### config.mk
export PLATFORM = sky130hd
export DESIGN_NAME = mc_decoder
export DESIGN_NICKNAME = d
export VERILOG_FILES = /design/src/rtl/mc_pkg.sv /design/src/rtl/mc_decoder_alu.sv /design/src/rtl/mc_decoder.sv
export SDC_FILE = /design/constraint.sdc
export NUM_CORES = 1
export LEC_CHECK = 0
export BUFFER_PORTS_ARGS = -buffer_cell sky130_fd_sc_hd__buf_2
export CAP_MARGIN = 10
export CORE_AREA = 8 8 45 47
export CTS_CLUSTER_SIZE = 28
export DETAILED_ROUTE_END_ITERATION = 8
export DIE_AREA = 0 0 53 55
export GPL_ROUTABILITY_DRIVEN = 0
export PLACE_DENSITY_LB_ADDON = 0.05
export SKIP_LAST_GASP = 1
export SYNTH_ARGS = -nofsm -noshare
export SYNTH_HDL_FRONTEND = slang
export SYNTH_SLANG_ARGS = --single-unit
### constraint.sdc
create_clock -name clk -period 2.5 [get_ports clk]
set_input_delay 0.375 -clock clk [delete_from_list [all_inputs] [get_ports clk]]
set_output_delay 0.375 -clock clk [all_outputs]
set_load 0.005 [all_outputs]
### src/rtl/mc_pkg.sv
// Shared types and constants for the multicycle controller: FSM states,
// instruction-class opcodes and ALU operation codes.
package mc_pkg;

  typedef enum logic [3:0] {
    FETCH, DECODE, MEMADR, MEMREAD, MEMWB, MEMWRITE,
    EXECUTER, EXECUTEI, ALUWB, BRANCH
  } state_t;

  localparam logic [1:0] OP_DP  = 2'b00;
  localparam logic [1:0] OP_MEM = 2'b01;
  localparam logic [1:0] OP_BR  = 2'b10;

  localparam logic [2:0] ALU_ADD = 3'd0;
  localparam logic [2:0] ALU_SUB = 3'd1;
  localparam logic [2:0] ALU_AND = 3'd2;
  localparam logic [2:0] ALU_ORR = 3'd3;
  localparam logic [2:0] ALU_EOR = 3'd4;
  localparam logic [2:0] ALU_MOV = 3'd5;

  // Funct[4:1] command encodings for data-processing instructions
  localparam logic [3:0] CMD_ADD = 4'b0100;
  localparam logic [3:0] CMD_SUB = 4'b0010;
  localparam logic [3:0] CMD_AND = 4'b0000;
  localparam logic [3:0] CMD_ORR = 4'b1100;
  localparam logic [3:0] CMD_EOR = 4'b0001;
  localparam logic [3:0] CMD_MOV = 4'b1101;
  localparam logic [3:0] CMD_CMP = 4'b1010;

endpackage

### src/rtl/mc_decoder_alu.sv
// Combinational ALU decoder: maps the DP command field to an ALU code, flag
// write enables and the no-writeback qualifier; also flags unmapped commands.
module alu_decoder
  import mc_pkg::*;
#(
  parameter int ALU_W   = 3,
  parameter int EXT_OPS = 1
) (
  input  logic             aluop,
  input  logic [4:0]       funct,
  output logic [ALU_W-1:0] alucontrol,
  output logic [1:0]       flagw,
  output logic             nowrite,
  output logic             unmapped
);

  logic [2:0] code;
  logic       mapped;
  logic       cmp;

  always_comb begin
    code   = ALU_ADD;
    mapped = 1'b1;
    cmp    = 1'b0;
    case (funct[4:1])
      CMD_ADD: code = ALU_ADD;
      CMD_SUB: code = ALU_SUB;
      CMD_AND: code = ALU_AND;
      CMD_ORR: code = ALU_ORR;
      CMD_EOR: if (EXT_OPS != 0) code = ALU_EOR; else mapped = 1'b0;
      CMD_MOV: if (EXT_OPS != 0) code = ALU_MOV; else mapped = 1'b0;
      // CMP reuses the subtractor but suppresses the register write
      CMD_CMP: begin
        if (EXT_OPS != 0) begin
          code = ALU_SUB;
          cmp  = 1'b1;
        end else begin
          mapped = 1'b0;
        end
      end
      default: mapped = 1'b0;
    endcase
  end

  always_comb begin
    alucontrol = ALU_W'(ALU_ADD);
    flagw      = 2'b00;
    nowrite    = 1'b0;
    if (aluop) begin
      alucontrol = ALU_W'(code);
      flagw[1]   = funct[0] | cmp;
      flagw[0]   = flagw[1] & ((code == ALU_ADD) | (code == ALU_SUB));
      nowrite    = cmp;
    end
  end

  assign unmapped = ~mapped;

endmodule

### src/rtl/mc_decoder.sv
// Multicycle controller: Moore FSM sequencing fetch/decode/execute plus
// instruction-field decode for immediate, register and ALU selects.
module mc_decoder
  import mc_pkg::*;
#(
  parameter int ALU_W   = 3,
  parameter int EXT_OPS = 1
) (
  input  logic             clk,
  input  logic             reset,
  input  logic [1:0]       Op,
  input  logic [5:0]       Funct,
  input  logic [3:0]       Rd,
  output logic             IRWrite,
  output logic             NextPC,
  output logic             RegW,
  output logic             MemW,
  output logic             AdrSrc,
  output logic [1:0]       ResultSrc,
  output logic [1:0]       ALUSrcA,
  output logic [1:0]       ALUSrcB,
  output logic [1:0]       ImmSrc,
  output logic [1:0]       RegSrc,
  output logic [ALU_W-1:0] ALUControl,
  output logic [1:0]       FlagW,
  output logic             PCS,
  output logic             NoWrite,
  output logic             Undef
);

  if (!(ALU_W == 2 || ALU_W == 3) || (EXT_OPS != 0 && ALU_W < 3)) begin : g_param_check
    $error("mc_decoder: ALU_W must be 2 or 3, and EXT_OPS needs ALU_W=3");
  end

  state_t state, state_nx, dstate;
  logic   aluop;
  logic   branch;
  logic   unmapped;

  alu_decoder #(
    .ALU_W  (ALU_W),
    .EXT_OPS(EXT_OPS)
  ) u_alu_decoder (
    .aluop     (aluop),
    .funct     (Funct[4:0]),
    .alucontrol(ALUControl),
    .flagw     (FlagW),
    .nowrite   (NoWrite),
    .unmapped  (unmapped)
  );

  always_ff @(posedge clk) begin
    if (reset) state <= FETCH;
    else       state <= state_nx;
  end

  always_comb begin
    state_nx = FETCH;
    case (state)
      FETCH:  state_nx = DECODE;
      DECODE: begin
        case (Op)
          OP_MEM:  state_nx = MEMADR;
          OP_DP:   state_nx = unmapped ? FETCH : (Funct[5] ? EXECUTEI : EXECUTER);
          OP_BR:   state_nx = BRANCH;
          default: state_nx = FETCH;
        endcase
      end
      MEMADR:   state_nx = Funct[0] ? MEMREAD : MEMWRITE;
      MEMREAD:  state_nx = MEMWB;
      EXECUTER: state_nx = ALUWB;
      EXECUTEI: state_nx = ALUWB;
      default:  state_nx = FETCH;
    endcase
  end

  // Holding reset presents the FETCH outputs immediately, even before the first edge
  assign dstate = reset ? FETCH : state;

  // ALU decode stays live through ALUWB so NoWrite/FlagW are stable for the writeback
  assign aluop = (dstate == EXECUTER) || (dstate == EXECUTEI) || (dstate == ALUWB);

  always_comb begin
    IRWrite   = 1'b0;
    NextPC    = 1'b0;
    RegW      = 1'b0;
    MemW      = 1'b0;
    AdrSrc    = 1'b0;
    ResultSrc = 2'b00;
    ALUSrcA   = 2'b00;
    ALUSrcB   = 2'b00;
    branch    = 1'b0;
    Undef     = 1'b0;
    case (dstate)
      FETCH: begin
        IRWrite   = 1'b1;
        NextPC    = 1'b1;
        ALUSrcA   = 2'b01;
        ALUSrcB   = 2'b10;
        ResultSrc = 2'b10;
      end
      DECODE: begin
        ALUSrcA   = 2'b01;
        ALUSrcB   = 2'b10;
        ResultSrc = 2'b10;
        Undef     = (Op == 2'b11) || ((Op == OP_DP) && unmapped);
      end
      MEMADR:   ALUSrcB = 2'b01;
      MEMREAD:  AdrSrc  = 1'b1;
      MEMWB: begin
        ResultSrc = 2'b01;
        RegW      = 1'b1;
      end
      MEMWRITE: begin
        AdrSrc = 1'b1;
        MemW   = 1'b1;
      end
      EXECUTEI: ALUSrcB = 2'b01;
      ALUWB:    RegW    = ~NoWrite;
      BRANCH: begin
        ALUSrcA   = 2'b10;
        ALUSrcB   = 2'b01;
        ResultSrc = 2'b10;
        branch    = 1'b1;
      end
      default: ;
    endcase
  end

  assign ImmSrc = reset ? 2'b00 : Op;
  assign RegSrc = reset ? 2'b00 : {Op == OP_MEM, Op == OP_BR};
  assign PCS    = ((Rd == 4'hF) && RegW) || branch;

endmodule

==> impl_metrics.xml, run 1 <==
<?xml version="1.0" encoding="UTF-8"?>
<metrics>
  <group name="timing">
    <metric name="hold_viol" unit="">0</metric>
    <metric name="final.setup_skew" unit="ns">0.00491</metric>
    <metric name="finalCritPeriodShare" unit="%">89.2</metric>
    <metric name="slew_viol_final" unit="">0</metric>
    <metric name="timing_worst_slew_pin_value" unit="ns">0.414</metric>
    <metric name="finalHoldWorstSlack" unit="ns">0.425</metric>
    <metric name="timing.setup.tns" unit="ns">0</metric>
    <metric name="rsz0062_at_grt" unit="">false</metric>
    <metric name="timing.final.setup_violations" unit="">0</metric>
    <metric name="timing.slew.headroom" unit="%">71.7</metric>
    <metric name="finalWorstPathRequiredPeriod" unit="ns">2.23</metric>
    <metric name="highest_clock_frequency_the_design_can_meet" unit="GHz">0.449</metric>
  </group>
  <group name="placement">
    <metric name="port-buffer-count" unit="">36</metric>
    <metric name="detailedPlacementHpwl" unit="microns">1250</metric>
  </group>
  <group name="final_layout">
    <metric name="final_layout_size_suffix_gt1_share" unit="%">40.5</metric>
    <metric name="top_register" unit="">state</metric>
    <metric name="syn2layout_area_growth" unit="%">31.9</metric>
    <metric name="n_antenna_cell" unit="">0</metric>
    <metric name="final_net_count" unit="">132</metric>
    <metric name="number_of_flip_flops_under_the_largest_register_name" unit="">4</metric>
    <metric name="reg.largest.list" unit="">state: 4 flops</metric>
  </group>
  <group name="cts">
    <metric name="cts_htree_levels" unit="">1</metric>
    <metric name="cts_num_sinks" unit="">4</metric>
    <metric name="clkLatencyLatePin" unit="ns">0.24</metric>
    <metric name="tritoncts_clock_tree" unit="">yes</metric>
    <metric name="clkSlewWorstSetupHoldPaths" unit="ns">0.04</metric>
    <metric name="post_cts_buffers" unit="">0</metric>
    <metric name="cts-buffers-inserted" unit="">3</metric>
    <metric name="post_cts.resized_instances" unit="">0</metric>
    <metric name="max-clock-path-buffers" unit="">2</metric>
    <metric name="post_cts_hold_buffer_count" unit="">0</metric>
    <metric name="clock_root_buffer" unit="">clkbuf_4</metric>
  </group>
  <group name="logic_synthesis">
    <metric name="synth.net_count" unit="">98</metric>
    <metric name="yosys_most_used_dff" unit="">dfxtp_1</metric>
    <metric name="synth_seq_cells" unit="">4</metric>
    <metric name="netlist.top_cell.by_area" unit="">dfxtp_1</metric>
    <metric name="simple_gate_share_of_the_synthesized_area" unit="%">46.6</metric>
    <metric name="synth_fa_ha_area_share" unit="%">0</metric>
    <metric name="yosysSeqAreaShare" unit="%">14.1</metric>
    <metric name="synth_cell_type_count" unit="">40</metric>
    <metric name="yosys.area_share.xor_xnor" unit="%">4.62</metric>
    <metric name="synth_top_cells_by_area" unit="">dfxtp_1 (14%), nor2_1 (7.3%), nor2b_1 (5.5%)</metric>
    <metric name="synth_warnings" unit="">0</metric>
    <metric name="synth.top_cell.area_share" unit="%">14.1</metric>
    <metric name="synth_compound_gate_area_share" unit="%">24.8</metric>
    <metric name="synth_cells" unit="">84</metric>
    <metric name="synth_top_family_by_area" unit="">simple AND/OR/NAND/NOR gates</metric>
    <metric name="synth.area.mux_share" unit="%">0</metric>
    <metric name="asyncSetResetFlopFracSynth" unit="%">0</metric>
    <metric name="number_of_enable_flip_flop_cells_after_synthesis" unit="">0</metric>
    <metric name="synth_area" unit="sq um">569</metric>
    <metric name="synth.avg_cell_area" unit="sq um">6.78</metric>
  </group>
  <group name="worst_setup_path">
    <metric name="arrival" unit="ns">1.85</metric>
    <metric name="worst_path_largest_cell_delay" unit="ns">0.50</metric>
    <metric name="worst_path_max_delay_cell" unit="">dfxtp_1</metric>
    <metric name="worst-path-max-fanout" unit="">12</metric>
    <metric name="cp_cell_sequence" unit="">or3b_4 &gt; o21ai_2 &gt; nand2b_2 &gt; nor4b_2 &gt; buf_2</metric>
    <metric name="worst_path_dominant_cell_family" unit="">simple AND/OR/NAND/NOR gates</metric>
    <metric name="critical_path_buf_inv_count" unit="">1</metric>
    <metric name="worst_setup_path_end_kind" unit="">output port</metric>
    <metric name="timing_worst_setup_path_type" unit="">reg -&gt; out</metric>
    <metric name="cp-start-kind" unit="">flip-flop</metric>
    <metric name="critPathRequiredTime" unit="ns">2.12</metric>
  </group>
  <group name="drt">
    <metric name="routed_wl" unit="microns">1560</metric>
    <metric name="detail_route.drc_violations" unit="">0</metric>
    <metric name="detailedRoute.firstIterationViolations" unit="">9</metric>
    <metric name="route.vias.total" unit="">683</metric>
    <metric name="drt-vias-per-instance" unit="">5.17</metric>
    <metric name="drt_first_pass_iters" unit="">4</metric>
    <metric name="wire_per_inst" unit="microns">11.8</metric>
    <metric name="antenna_left" unit="">0</metric>
  </group>
  <group name="outcome">
    <metric name="status" unit="">finished, final reports clean</metric>
  </group>
  <group name="grt">
    <metric name="vias_in_the_first_global_route" unit="">590</metric>
    <metric name="initial_antenna_violation_count" unit="">0</metric>
    <metric name="grt_use_total" unit="%">11.0</metric>
    <metric name="maximum_number_of_pins_on_one_net_before_global_route_repair" unit="">17</metric>
    <metric name="gr-total-overflow" unit="">0</metric>
    <metric name="wire_length_of_the_first_global_routing_pass" unit="microns">2520</metric>
  </group>
  <group name="flow_run">
    <metric name="max_cap_violations" unit="">0</metric>
  </group>
  <group name="power_and_ir_drop">
    <metric name="seq_power_share" unit="%">32.2</metric>
    <metric name="static_leak" unit="nW">0.340</metric>
    <metric name="cellPowerDensity" unit="nW/um^2">341</metric>
    <metric name="internal_power_summed_over_all_cells" unit="uW">166</metric>
    <metric name="clockPowerShare" unit="%">32.6</metric>
    <metric name="total_switching_power" unit="uW">90.2</metric>
    <metric name="ir_worst_vdd" unit="mV">0.304</metric>
    <metric name="sw_frac_of_total" unit="%">35.2</metric>
    <metric name="p_comb_share" unit="%">35.2</metric>
  </group>
  <group name="die">
    <metric name="core_area" unit="sq um">1380</metric>
    <metric name="rows" unit="">14</metric>
    <metric name="die_width" unit="microns">53</metric>
    <metric name="fp.dieArea" unit="sq um">2920</metric>
    <metric name="design.portCount" unit="">37</metric>
    <metric name="fp.dieH" unit="microns">55</metric>
    <metric name="initial_util" unit="%">41.1</metric>
  </group>
  <group name="hold_path">
    <metric name="holdCritPathClass" unit="">in -&gt; reg</metric>
  </group>
</metrics>
through the flow:
step / setup WS [ns] / utilization (%) / area, sq um / total power, mW / cells
after floorplan: 0.796 / - / 569 / 0.143 / 84
after global placement: 0.567 / 52.6 / 728 / 0.175 / 129
after detailed placement: 0.533 / 52.6 / 728 / 0.175 / 129
after CTS: 0.255 / 54.2 / 751 / 0.262 / 132
after global routing: 0.174 / 54.2 / 751 / 0.284 / 132
final: 0.271 / 54.2 / 751 / 0.256 / 132
per-layer routing:
layer	track usage [%]	up-vias	wire (microns)
li1	-	364	-
met1	12.7	297	669
met2	18.2	22	747
met3	5.08	0	146
met4	2.59	0	0
met5	0	-	0
cell usage after synthesis, types with 3 or more instances:
library cell	instances
nand2b_1	3
nor2b_1	5
a21oi_1	5
dfxtp_1	4
nand2_1	3
nor2_1	11
inv_1	3
a31oi_1	3
nor3_1	6
clkbuf_1	4
logic make-up after synthesis:
kind of cell | Yosys count
compound gates | 21
xor+xnor | 3
buf+inv | 11
flops | 4
simple gates | 45
layout by cell type, fill, tap and decap left out, types with 2 or more instances in the layout:
master / n
inv_1: 3
or2_2: 2
nand2_1: 3
nor3_1: 6
xnor2_1: 2
clkbuf_4: 3
dfxtp_1: 4
o21ai_1: 2
a31oi_1: 3
nand3b_1: 2
nor4_1: 2
nor2b_1: 5
buf_2: 36
nand3_1: 2
nor2_1: 11
a21oi_1: 5
nand2b_1: 3
power groups by stage:
stage / combinational (mW) / sequential [mW] / clock [mW]
2_1_floorplan: 0.0710 / 0.0716 / 0
3_3_place_gp: 0.0908 / 0.0839 / 0
3_5_place_dp: 0.0911 / 0.0835 / 0
4_1_cts: 0.0914 / 0.0826 / 0.0881
5_1_grt: 0.103 / 0.0840 / 0.0971
6_report: 0.0902 / 0.0826 / 0.0834
final cells by class:
class                   instances  area, sq um
inverters                       4         15.0
clock buffers                   3         22.5
fillers                       147          633
well taps                      16         20.0
multi-input cells              69          433
flip-flops and latches          4         80.1
repair buffers                 36          180
path summary, 6_finish.rpt:
path,startpoint,to,slack [ns],depth (start not counted)
worst min register to register,state[1],state[1],0.62,2
worst min-delay path,Op[1],state[1],0.42,2
worst max-delay path,state[3],ALUControl[2],0.27,5
worst max register to register,state[0],state[1],1.18,4
Note: power is estimated with default switching activity, not from simulation.
==> inputs of run 2 (changes only) <==
--- a/config.mk
+++ b/config.mk
@@ -12,7 +12,7 @@
 export DETAILED_ROUTE_END_ITERATION = 8
 export DIE_AREA = 0 0 53 55
 export GPL_ROUTABILITY_DRIVEN = 0
-export PLACE_DENSITY_LB_ADDON = 0.05
+export PLACE_DENSITY = 0.78
 export SKIP_LAST_GASP = 1
 export SYNTH_ARGS = -nofsm -noshare
 export SYNTH_HDL_FRONTEND = slang
==> run 2 against run 1 <==
Sequential share of layout area unchanged. Count of clock-buffer cells in the layout did not move. Die area stayed put. Combinational power rose by 0.8%. Via count up 1.3%. Critical path type unchanged. Largest cell class unchanged. Largest power group unchanged. Highest routed layer unchanged.
==> impl_metrics.xml, run 2 (synthesized netlist as in run 1, its figures left out) <==
<?xml version="1.0" encoding="UTF-8"?>
<metrics>
  <group name="outcome">
    <metric name="status" unit="">finished, final reports clean</metric>
  </group>
  <group name="grt">
    <metric name="initial_antenna_violation_count" unit="">0</metric>
    <metric name="vias_in_the_first_global_route" unit="">633</metric>
    <metric name="grt_use_total" unit="%">11.9</metric>
    <metric name="gr-total-overflow" unit="">0</metric>
    <metric name="wire_length_of_the_first_global_routing_pass" unit="microns">2690</metric>
    <metric name="maximum_number_of_pins_on_one_net_before_global_route_repair" unit="">17</metric>
  </group>
  <group name="power_and_ir_drop">
    <metric name="clockPowerShare" unit="%">31.0</metric>
    <metric name="seq_power_share" unit="%">32.9</metric>
    <metric name="cellPowerDensity" unit="nW/um^2">335</metric>
    <metric name="static_leak" unit="nW">0.340</metric>
    <metric name="p_comb_share" unit="%">36.1</metric>
    <metric name="ir_worst_vdd" unit="mV">0.247</metric>
    <metric name="sw_frac_of_total" unit="%">34.1</metric>
    <metric name="internal_power_summed_over_all_cells" unit="uW">166</metric>
    <metric name="total_switching_power" unit="uW">85.9</metric>
  </group>
  <group name="worst_setup_path">
    <metric name="reg2reg_setup_slack" unit="ns">1.22</metric>
    <metric name="worst_path_largest_cell_delay" unit="ns">0.49</metric>
    <metric name="worst_r2r_endpoint" unit="">state[1]</metric>
    <metric name="reg2reg_from" unit="">state[0]</metric>
    <metric name="worst_path_max_delay_cell" unit="">dfxtp_1</metric>
    <metric name="critPathRequiredTime" unit="ns">2.12</metric>
    <metric name="critical_path.startpoint" unit="">state[3]</metric>
    <metric name="worst_setup_path_end_kind" unit="">output port</metric>
    <metric name="critical_path.endpoint" unit="">ALUControl[2]</metric>
    <metric name="worst-path-max-fanout" unit="">12</metric>
    <metric name="cp_cell_sequence" unit="">or3b_4 &gt; o21ai_2 &gt; nand2b_2 &gt; nor4b_2 &gt; buf_2</metric>
    <metric name="arrival" unit="ns">1.87</metric>
    <metric name="worstRegToRegCells" unit="">4</metric>
    <metric name="cp-start-kind" unit="">flip-flop</metric>
    <metric name="timing_worst_setup_path_type" unit="">reg -&gt; out</metric>
  </group>
  <group name="final_layout">
    <metric name="regArea" unit="sq um">80.1</metric>
    <metric name="number_of_flip_flops_under_the_largest_register_name" unit="">4</metric>
    <metric name="reg.largest.list" unit="">state: 4 flops</metric>
    <metric name="final_net_count" unit="">132</metric>
    <metric name="syn2layout_area_growth" unit="%">31.9</metric>
    <metric name="multiInputGateArea" unit="sq um">433</metric>
    <metric name="leading_cell_types_in_the_layout_fill_and_taps_excluded" unit="">buf_2 (36), nor2_1 (11), nor3_1 (6)</metric>
    <metric name="n_antenna_cell" unit="">0</metric>
    <metric name="final_layout_size_suffix_gt1_share" unit="%">40.5</metric>
    <metric name="fill_cells" unit="">146</metric>
    <metric name="top_register" unit="">state</metric>
    <metric name="layout.cells.most_common" unit="">buf_2</metric>
  </group>
  <group name="die">
    <metric name="design.portCount" unit="">37</metric>
    <metric name="core_area" unit="sq um">1380</metric>
    <metric name="die_width" unit="microns">53</metric>
    <metric name="fp.dieH" unit="microns">55</metric>
    <metric name="fp.dieArea" unit="sq um">2920</metric>
    <metric name="rows" unit="">14</metric>
    <metric name="initial_util" unit="%">41.1</metric>
  </group>
  <group name="cts">
    <metric name="post_cts_buffers" unit="">0</metric>
    <metric name="post_cts_hold_buffer_count" unit="">0</metric>
    <metric name="clkLatencyLatePin" unit="ns">0.23</metric>
    <metric name="post_cts.resized_instances" unit="">0</metric>
    <metric name="clkSlewWorstSetupHoldPaths" unit="ns">0.04</metric>
    <metric name="max-clock-path-buffers" unit="">2</metric>
    <metric name="cts-buffers-inserted" unit="">3</metric>
    <metric name="clock_root_buffer" unit="">clkbuf_4</metric>
    <metric name="cts_htree_levels" unit="">1</metric>
    <metric name="cts_num_sinks" unit="">4</metric>
    <metric name="tritoncts_clock_tree" unit="">yes</metric>
  </group>
  <group name="hold_path">
    <metric name="holdCritPathClass" unit="">in -&gt; reg</metric>
  </group>
  <group name="timing">
    <metric name="hold_viol" unit="">0</metric>
    <metric name="timing.final.setup_violations" unit="">0</metric>
    <metric name="rsz0062_at_grt" unit="">false</metric>
    <metric name="setup_ws" unit="ns">0.253</metric>
    <metric name="timing_worst_slew_pin_value" unit="ns">0.418</metric>
    <metric name="timing.slew.headroom" unit="%">71.9</metric>
    <metric name="timing.setup.tns" unit="ns">0</metric>
    <metric name="finalHoldWorstSlack" unit="ns">0.417</metric>
    <metric name="finalCritPeriodShare" unit="%">89.9</metric>
    <metric name="finalWorstPathRequiredPeriod" unit="ns">2.25</metric>
    <metric name="final.setup_skew" unit="ns">0.00432</metric>
    <metric name="slew_viol_final" unit="">0</metric>
    <metric name="highest_clock_frequency_the_design_can_meet" unit="GHz">0.445</metric>
  </group>
  <group name="drt">
    <metric name="antenna_left" unit="">0</metric>
    <metric name="wire_per_inst" unit="microns">12.4</metric>
    <metric name="drt_first_pass_iters" unit="">4</metric>
    <metric name="detail_route.drc_violations" unit="">0</metric>
    <metric name="drt-vias-per-instance" unit="">5.24</metric>
    <metric name="routed_wl" unit="microns">1640</metric>
    <metric name="route.vias.total" unit="">692</metric>
    <metric name="detailedRoute.firstIterationViolations" unit="">21</metric>
  </group>
  <group name="placement">
    <metric name="post_place_setup_slack" unit="ns">0.495</metric>
    <metric name="port-buffer-count" unit="">36</metric>
    <metric name="detailedPlacementHpwl" unit="microns">1330</metric>
  </group>
  <group name="flow_run">
    <metric name="max_cap_violations" unit="">0</metric>
  </group>
</metrics>
## run 2: cell counts in the layout (fill, tap and decap cells not counted)
Identical to the previous run, type by type.
## run 2: metal layers
metal	track usage, %	vias up	share of wire [%]
met1	12.7	299	41
met4	3.88	0	0
met2	20.5	25	48
li1	-	368	-
met5	0	-	0
met3	5.08	0	11
## run 2: worst min-delay path by stage
stage | start | endpoint | slack (ns) | depth (start not counted)
3_3_place_gp | state[1] | state[1] | 0.60 | 2
2_1_floorplan | Op[1] | state[1] | 0.48 | 1
6_report | Op[1] | state[1] | 0.42 | 2
4_1_cts | Op[1] | state[1] | 0.41 | 2
5_1_grt | Op[1] | state[1] | 0.42 | 2
3_5_place_dp | state[1] | state[1] | 0.60 | 2
## run 2: worst max-delay path: cells and delay by family (launching register included)
kind                   cells  cell delay (ns)
AOI/OAI and AO/OA          1             0.13
buffers and inverters      1             0.16
and+or+nand+nor            3             0.85
DFF                        1             0.49
## run 2: power by group through the flow
stage	Combinational [mW]	Sequential [mW]	Clock, mW
3_5_place_dp	0.0917	0.0836	0
6_report	0.0909	0.0829	0.0779
5_1_grt	0.103	0.0846	0.0917
4_1_cts	0.0919	0.0826	0.0804
2_1_floorplan	0.0710	0.0716	0
3_3_place_gp	0.0901	0.0831	0
## run 2: area by class of cell
type / count / area share (%)
clock buffer: 3 / 3.00
inverter: 4 / 2.00
timing repair buffer: 36 / 24.0
tap: 16 / 2.67
sequential: 4 / 10.7
multi-input combinational: 69 / 57.7
## run 2: through the flow
step                      area, sq um  util (%)  instances  power [mW]
after global routing              751      54.2        132       0.279
after detailed placement          728      52.6        129       0.175
final                             751      54.2        132       0.252
after floorplan                   569         -         84       0.143
after CTS                         751      54.2        132       0.255
after global placement            728      52.6        129       0.173
